==> config.mk <==
export PLATFORM = sky130hd
export DESIGN_NAME = pipe_reg
export DESIGN_NICKNAME = d
export VERILOG_FILES = /design/src/rtl/pipe_pkg.sv /design/src/rtl/pipe_stage.sv /design/src/rtl/pipe_reg.sv
export SDC_FILE = /design/constraint.sdc
export NUM_CORES = 1
export LEC_CHECK = 0
export CAP_MARGIN = 15
export CORE_ASPECT_RATIO = 0.7
export CORE_MARGIN = 3
export CORE_UTILIZATION = 38
export CTS_BUF_LIST = sky130_fd_sc_hd__clkbuf_16
export CTS_CLUSTER_SIZE = 28
export DETAILED_ROUTE_END_ITERATION = 16
export HOLD_SLACK_MARGIN = 0.08
export PLACE_DENSITY = 0.73
export SYNTH_ARGS = -nofsm -noshare
export SYNTH_HDL_FRONTEND = slang
export SYNTH_SLANG_ARGS = --single-unit
==> constraint.sdc <==
create_clock -name CK -period 1.3 [get_ports CK]
set_clock_uncertainty 0.1 [all_clocks]
set_input_delay 0.39 -clock CK [delete_from_list [all_inputs] [get_ports CK]]
set_output_delay 0.39 -clock CK [all_outputs]
set_load 0.02 [all_outputs]
==> src/rtl/pipe_pkg.sv <==
// Shared constants and helpers for the pipe_reg elastic register pipeline.
package pipe_pkg;

   localparam int WIDTH_MIN = 1;
   localparam int WIDTH_MAX = 64;
   localparam int DEPTH_MIN = 1;
   localparam int DEPTH_MAX = 16;

   // Bits needed to hold an occupancy of 0..depth.
   function automatic int cnt_w(input int depth);
      return $clog2(depth + 1);
   endfunction

endpackage

==> src/rtl/pipe_stage.sv <==
// One pipeline stage: valid flag plus data register, loaded only when a new entry arrives.
// Scan shifting through the data register is present only when PIPE_REG_SCAN_EN is defined.
module pipe_stage #(
   parameter int WIDTH = 8
) (
   input  logic             clk,
   input  logic             rst_b,
   input  logic             flush,
   input  logic             load,
   input  logic             drain,
`ifdef PIPE_REG_SCAN_EN
   input  logic             se,
   input  logic             si,
   output logic             so,
`endif
   input  logic [WIDTH-1:0] d,
   output logic [WIDTH-1:0] q,
   output logic             v,
   output logic             v_nxt
);

   // An entry stays unless it drains downstream; a fresh load always marks the stage valid.
   always_comb v_nxt = flush ? 1'b0 : (load | (v & ~drain));

`ifdef PIPE_REG_SCAN_EN
   logic [WIDTH-1:0] shifted;

   always_comb begin
      shifted    = q << 1;
      shifted[0] = si;
   end

   assign so = q[WIDTH-1];
`endif

   always_ff @(posedge clk) begin
      if (!rst_b) begin
         v <= 1'b0;
         q <= '0;
      end else begin
         v <= v_nxt;
`ifdef PIPE_REG_SCAN_EN
         if (se)
            q <= shifted;
         else
`endif
         if (load)
            q <= d;
      end
   end

endmodule

==> src/rtl/pipe_reg.sv <==
// Elastic valid/ready register pipeline with bubble collapsing, flush and registered occupancy.
// Optional scan chain through all data bits when PIPE_REG_SCAN_EN is defined.
module pipe_reg
   import pipe_pkg::*;
#(
   parameter int WIDTH = 8,
   parameter int DEPTH = 2
) (
   input  logic                      CK,
   input  logic                      RN,
   input  logic                      FLUSH,
   input  logic                      IN_VALID,
   output logic                      IN_READY,
   input  logic [WIDTH-1:0]          D,
   output logic                      OUT_VALID,
   input  logic                      OUT_READY,
   output logic [WIDTH-1:0]          Q,
   output logic [WIDTH-1:0]          QN,
   output logic [cnt_w(DEPTH)-1:0]   COUNT
`ifdef PIPE_REG_SCAN_EN
   ,
   input  logic                      SE,
   input  logic                      SI,
   output logic                      SO
`endif
);

   localparam int CW = cnt_w(DEPTH);

   if (WIDTH < WIDTH_MIN || WIDTH > WIDTH_MAX || DEPTH < DEPTH_MIN || DEPTH > DEPTH_MAX) begin : g_bad_param
      $error("pipe_reg: WIDTH or DEPTH out of range");
   end

   logic                 hold;
   logic [DEPTH-1:0]     v;
   logic [DEPTH-1:0]     v_nxt;
   logic [DEPTH-1:0]     load;
   logic [DEPTH-1:0]     drain;
   logic [DEPTH:0]       rdy;
   logic [WIDTH-1:0]     dq [DEPTH];
   logic [CW-1:0]        cnt_nxt;

`ifdef PIPE_REG_SCAN_EN
   logic [DEPTH-1:0]     so_w;
   assign hold = SE;
   assign SO   = so_w[DEPTH-1];
`else
   assign hold = 1'b0;
`endif

   // Stage k can take an entry if it or any stage downstream of it is empty, or the sink pops.
   always_comb begin
      rdy        = '0;
      rdy[DEPTH] = OUT_READY & ~hold;
      for (int k = 0; k < DEPTH; k++) begin
         rdy[k] = OUT_READY & ~hold;
         for (int j = k; j < DEPTH; j++) begin
            if (!v[j])
               rdy[k] = 1'b1;
         end
      end
   end

   assign IN_READY  = rdy[0] & ~FLUSH & ~hold;
   assign OUT_VALID = v[DEPTH-1] & ~FLUSH & ~hold;
   assign Q         = dq[DEPTH-1];
   assign QN        = ~Q;

   for (genvar k = 0; k < DEPTH; k++) begin : g_stage
      logic [WIDTH-1:0] d_in;

      if (k == 0) begin : g_first
         assign load[k] = IN_VALID & IN_READY;
         assign d_in    = D;
      end else begin : g_next
         assign load[k] = v[k-1] & rdy[k] & ~FLUSH & ~hold;
         assign d_in    = dq[k-1];
      end

      assign drain[k] = rdy[k+1] & ~hold;

`ifdef PIPE_REG_SCAN_EN
      logic si_in;
      if (k == 0) begin : g_si_first
         assign si_in = SI;
      end else begin : g_si_next
         assign si_in = so_w[k-1];
      end
`endif

      pipe_stage #(
         .WIDTH (WIDTH)
      ) u_stage (
         .clk   (CK),
         .rst_b (RN),
         .flush (FLUSH),
         .load  (load[k]),
         .drain (drain[k]),
`ifdef PIPE_REG_SCAN_EN
         .se    (SE),
         .si    (si_in),
         .so    (so_w[k]),
`endif
         .d     (d_in),
         .q     (dq[k]),
         .v     (v[k]),
         .v_nxt (v_nxt[k])
      );
   end

   always_comb begin
      cnt_nxt = '0;
      for (int k = 0; k < DEPTH; k++)
         cnt_nxt = cnt_nxt + CW'(v_nxt[k]);
   end

   always_ff @(posedge CK) begin
      if (!RN)
         COUNT <= '0;
      else
         COUNT <= cnt_nxt;
   end

endmodule

After elaboration in Yosys (flattened, before gate mapping)
Index checks and enable logic that the tools add are counted.

Bitwise logic cells: 13. Order comparisons: 0. Shifts and indexed selects: 0. Eq/ne operators: 0. Reduce and logical (&&, ||, !) cells: 0. Muxes and demuxes: 5. Add/subtract/negate cells: 1. Multipliers: 0. Divide/modulo/power cells: 0.

Operator list (number): $not A8 Y8 (1); $and A1 B1 Y1 (7); $mux W1 (5); $not A1 Y1 (3); $add A1 B1 Y2 (1); $or A1 B1 Y1 (2).

Bits in read-only memories: 0. Memories: 0. Flip-flop bits (word level): 20. Latch bits: 0. Bits in writable memories: 0. Logic and storage cells: 24.

Depth between registers and ports, before layout
Word-level depth: 7. Depth in mapped cells: 6. Gate-level depth less buffers: 5.

Modules after synthesis
A second synthesis with hierarchy kept.

Cells, all modules: 82. Area, all modules: 854.6 µm².

By module, submodules not included: pipe_stage (area each 347.8 µm², sequential area each 180.2 µm², instances 2, cells an instance 31); pipe_reg (area each 158.9 µm², sequential area each 40.0 µm², instances 1, cells an instance 20).

Least setup slack after synthesis
Ideal clock, no wire load.

Kind: register -> output. From: register g_stage[1].u_stage.v. To: output port IN_READY. Path slack: -0.133 ns. Data arrival time: 0.943 ns. Buffers on the path: 1. Cell stages (with the launch flop): 4. Cells stage by stage: dfxtp_1 -> nor2b_4 -> buf_4 -> a21oi_1.

Word-level cells in the longest chain between the ends: 2.

RTL lines: from (decl) (RTL line pipe_stage.sv:18) `output logic v,`; from (signal assigned) (RTL line pipe_stage.sv:41) `v <= v_nxt;`; $mux W1 (RTL line pipe_reg.sv:58) `if (!v[j])`; $and A1 B1 Y1 (RTL line pipe_reg.sv:64) `assign IN_READY = rdy[0] & ~FLUSH & ~hold;`; to (decl) (RTL line pipe_reg.sv:13) `output logic IN_READY,`.

No other way between the ends.

Worst setup path after layout
From: register g_stage[1].u_stage.v. To: output port OUT_VALID.

Word-level cells in the longest chain between the ends: 1.

RTL lines: $and A1 B1 Y1 (RTL line pipe_reg.sv:65) `assign OUT_VALID = v[DEPTH-1] & ~FLUSH & ~hold;`; to (decl) (RTL line pipe_reg.sv:15) `output logic OUT_VALID,`.

No other way between the ends.

==> qor.log <==
qor: final_layout.layoutNonFillerInstCount 171
qor: final_layout.commonest_non_fill_non_tap_cell_in_the_layout sky130_fd_sc_hd__buf_2
qor: setup_path.cp_data_required_time 0.81 ns
qor: setup_path.maximum_fanout_count_along_the_critical_path 2
qor: final_layout.antenna-diode-count 0
qor: clock_tree.worst_skew_pair.late_latency 0.25 ns
qor: sta.hold_viol_final 0
qor: synth.synthesis.area 877 um^2
qor: floorplan.initial_standard_cell_utilization_of_the_core 43.5%
qor: synth.synth_instances 99
qor: setup_path.crit_path_end_kind primary output
qor: synth.yosysUniqueCellTypes 21
qor: place.post-place-cells 163
qor: final_layout.area_occupied_by_multi_input_gates 488 um^2
qor: floorplan.floorplan.die.height 46.2 um
qor: grt.grt_remaining_overflow 0
qor: grt.grt_start_max_net_pins 29
qor: sta.timing.hold.ws 0.356 ns
qor: clock_tree.clk_path_buf_depth 2
qor: synth.synth_compound_gate_area_share 15.0%
qor: detailed_routing.ant_nets 0
qor: floorplan.floorplan.die_area 2930 um^2
qor: detailed_routing.wl_per_cell 13.8 um
qor: grt.grt_first_pass_wirelength 3640 um
qor: floorplan.placement_rows 13
qor: final_layout.layout.nets 157
qor: pwr.fin_total_pwr 1420 uW
qor: detailed_routing.detail_route.first_pass.iterations 4
qor: clock_tree.clock_sink_count 20
qor: sta.max_freq 0.668 GHz
qor: final_layout.layout-drive-gt1-share 46.8%
qor: floorplan.floorplan.core_area 2020 um^2
qor: sta.worst_slew_margin_rel 83.0%
qor: clock_tree.clockRootBuffer sky130_fd_sc_hd__clkbuf_16
qor: final_layout.layout-area-overhead-vs-synth 59.9%
qor: synth.synth.net_count 113
qor: run_status.outcome finished with violations
qor: synth.cell_taking_the_most_area_after_synthesis sky130_fd_sc_hd__dfxtp_1
qor: sta.period_needed 1.50 ns
qor: worst_hold_path.holdCritPathClass flip-flop to flip-flop
qor: synth.post_synth_main_area_contributors sky130_fd_sc_hd__dfxtp_1 (46%), sky130_fd_sc_hd__mux2i_1 (9.1%), sky130_fd_sc_hd__a21boi_1 (6.8%)
qor: grt.track_usage 16.6%
qor: place.gpl.final_weighted_congestion 0.754
qor: setup_path.critical_path.startpoint_type flip-flop
qor: pwr.vdd.ir_drop.worst 0.720 mV
qor: synth.synth_simple_gate_area_share 21.1%
qor: synth.synth-seq-cells 20
qor: final_layout.final_cell_mix sky130_fd_sc_hd__buf_2 (19), sky130_fd_sc_hd__nand2_1 (16), sky130_fd_sc_hd__dfxtp_1 (10), sky130_fd_sc_hd__dfxtp_2 (10)
qor: place.port-buffer-count 32
qor: detailed_routing.vias 828
qor: setup_path.cp.arrival 1.01 ns
qor: sta.tightestPinTransition 0.255 ns
qor: run_status.failing_checks setup timing
qor: final_layout.num-fill-cells 167
qor: job.max-cap-violations 0
qor: detailed_routing.first_iter_violations 33
qor: sta.period_share 115%
qor: place.hpwl 1570 um
qor: pwr.power.leakage 0.000560 uW
qor: sta.grt_setup_unrepaired yes
qor: sta.finalWorstSetupSlack -0.198 ns
qor: detailed_routing.finalWirelength 2350 um
qor: synth.yosys.area_share.adder 1.43%
qor: floorplan.io_pins 33
qor: synth.post-synth-top-area-fraction 45.6%
qor: grt.first_global_vias 763
qor: clock_tree.tritoncts yes
qor: clock_tree.htree_levels 1
qor: synth.synth_top_family_by_area simple AND/OR/NAND/NOR gates
qor: sta.timing.final.setup_violations 11
qor: sta.total_neg_setup_slack -0.807 ns
qor: synth.post_synth.cell_area_avg 8.86 um^2
qor: clock_tree.post_cts_hold_buffer_count 0
qor: sta.slew_violations 0
qor: grt.grt_antenna_before_repair 0
qor: detailed_routing.post_drt_via_cell_ratio 4.84
qor: setup_path.timing_worst_setup_path_type flip-flop to primary output
qor: clock_tree.cts-buffers-inserted 3
qor: synth.yosys-mux-area-fraction 9.13%
qor: place.place_worst_setup_slack -0.912 ns
qor: synth.xor_and_xnor_area_share_after_synthesis 0%
qor: floorplan.die_w 63.4 um
qor: pwr.power.density 1010 nW/um^2
qor: clock_tree.cts.reportedPaths.clkPinSlew 0.05 ns
qor: synth.yosysWarnings 0
qor: final_layout.layout.area.seq 413 um^2
qor: synth.synth.yosys.seq_area_share 45.6%
qor: detailed_routing.drc 0
## final cells by class
| class | count | area share, % |
|---|---|---|
| Timing Repair Buffer | 45 | 25.3 |
| Inverter | 9 | 2.41 |
| Multi-Input combinational cell | 64 | 34.8 |
| Tap cell | 30 | 2.68 |
| Sequential cell | 20 | 29.4 |
| Clock buffer | 3 | 5.35 |
## per-layer routing
layer / part of all wire (%) / GRT usage [%] / up-vias
met5: 0 / 0 / -
li1: - / - / 409
met3: 7.4 / 7.07 / 4
met4: 0.72 / 3.86 / 0
met1: 39 / 18.0 / 380
met2: 53 / 30.7 / 35
## worst paths after layout
kind / from / end / slack, ns / depth (start not counted)
setup / recovery: g_stage[1].u_stage.v$_SDFF_PN0_ / OUT_VALID / -0.20 / 3
hold / removal: g_stage[0].u_stage.q[6]$_SDFFE_PN0P_ / g_stage[0].u_stage.q[6]$_SDFFE_PN0P_ / 0.36 / 2
hold reg to reg: g_stage[0].u_stage.q[6]$_SDFFE_PN0P_ / g_stage[0].u_stage.q[6]$_SDFFE_PN0P_ / 0.36 / 2
setup reg to reg: g_stage[1].u_stage.v$_SDFF_PN0_ / g_stage[0].u_stage.q[7]$_SDFFE_PN0P_ / -0.08 / 6
## synthesized netlist by cell type
cell type and n:
sky130_fd_sc_hd__nor3b_1 1, sky130_fd_sc_hd__nor2_1 1, sky130_fd_sc_hd__ha_1 1, sky130_fd_sc_hd__and2b_2 1
sky130_fd_sc_hd__a21boi_1 8, sky130_fd_sc_hd__nand2_1 16, sky130_fd_sc_hd__mux2i_1 8, sky130_fd_sc_hd__clkbuf_1 1
sky130_fd_sc_hd__buf_2 3, sky130_fd_sc_hd__nand3_1 8, sky130_fd_sc_hd__dfxtp_1 20, sky130_fd_sc_hd__nor2b_4 1
sky130_fd_sc_hd__a21oi_4 1, sky130_fd_sc_hd__a21oi_1 3, sky130_fd_sc_hd__o21ai_0 8, sky130_fd_sc_hd__inv_1 9
sky130_fd_sc_hd__nand2b_4 1, sky130_fd_sc_hd__buf_4 2, sky130_fd_sc_hd__and2_1 3, sky130_fd_sc_hd__nand2b_1 2
sky130_fd_sc_hd__nor2b_1 1
## timing repair
action,4_1_cts,5_1_grt
pin swaps,6,11
resized for setup,93,36
endpoints found under the setup margin,39,25
setup buffers,5,1
## critical path: stages, from the launching register on
cell	delay (ns)
sky130_fd_sc_hd__dfxtp_2	0.32
sky130_fd_sc_hd__buf_4	0.12
sky130_fd_sc_hd__and2b_2	0.19
sky130_fd_sc_hd__buf_6	0.13
## logic make-up (layout without fill, tap and decap cells)
family          Yosys count  in the layout
fa+ha+maj                 1              1
buf+inv                  15             57
compound gates           20             20
flops                    20             20
mux                       8              8
simple gates             35             35
## metrics by stage
step | util (%) | instance area [um^2]
floorplan | - | 895
global placement | 64.3 | 1300
detailed placement | 64.3 | 1300
CTS | 65.5 | 1320
global route | 69.5 | 1400
finish | 69.5 | 1400
## power by group
group          switching (uW)  internal, uW
logic                    78.1          93.2
registers                11.2           633
clock network             197           404
## sequential cells by signal, summed over array words and instances, names as in the netlist
register,flops
COUNT,2
g_stage.u_stage.v,2
g_stage.u_stage.q,16
No activity file was read; power rests on OpenSTA's default activity.
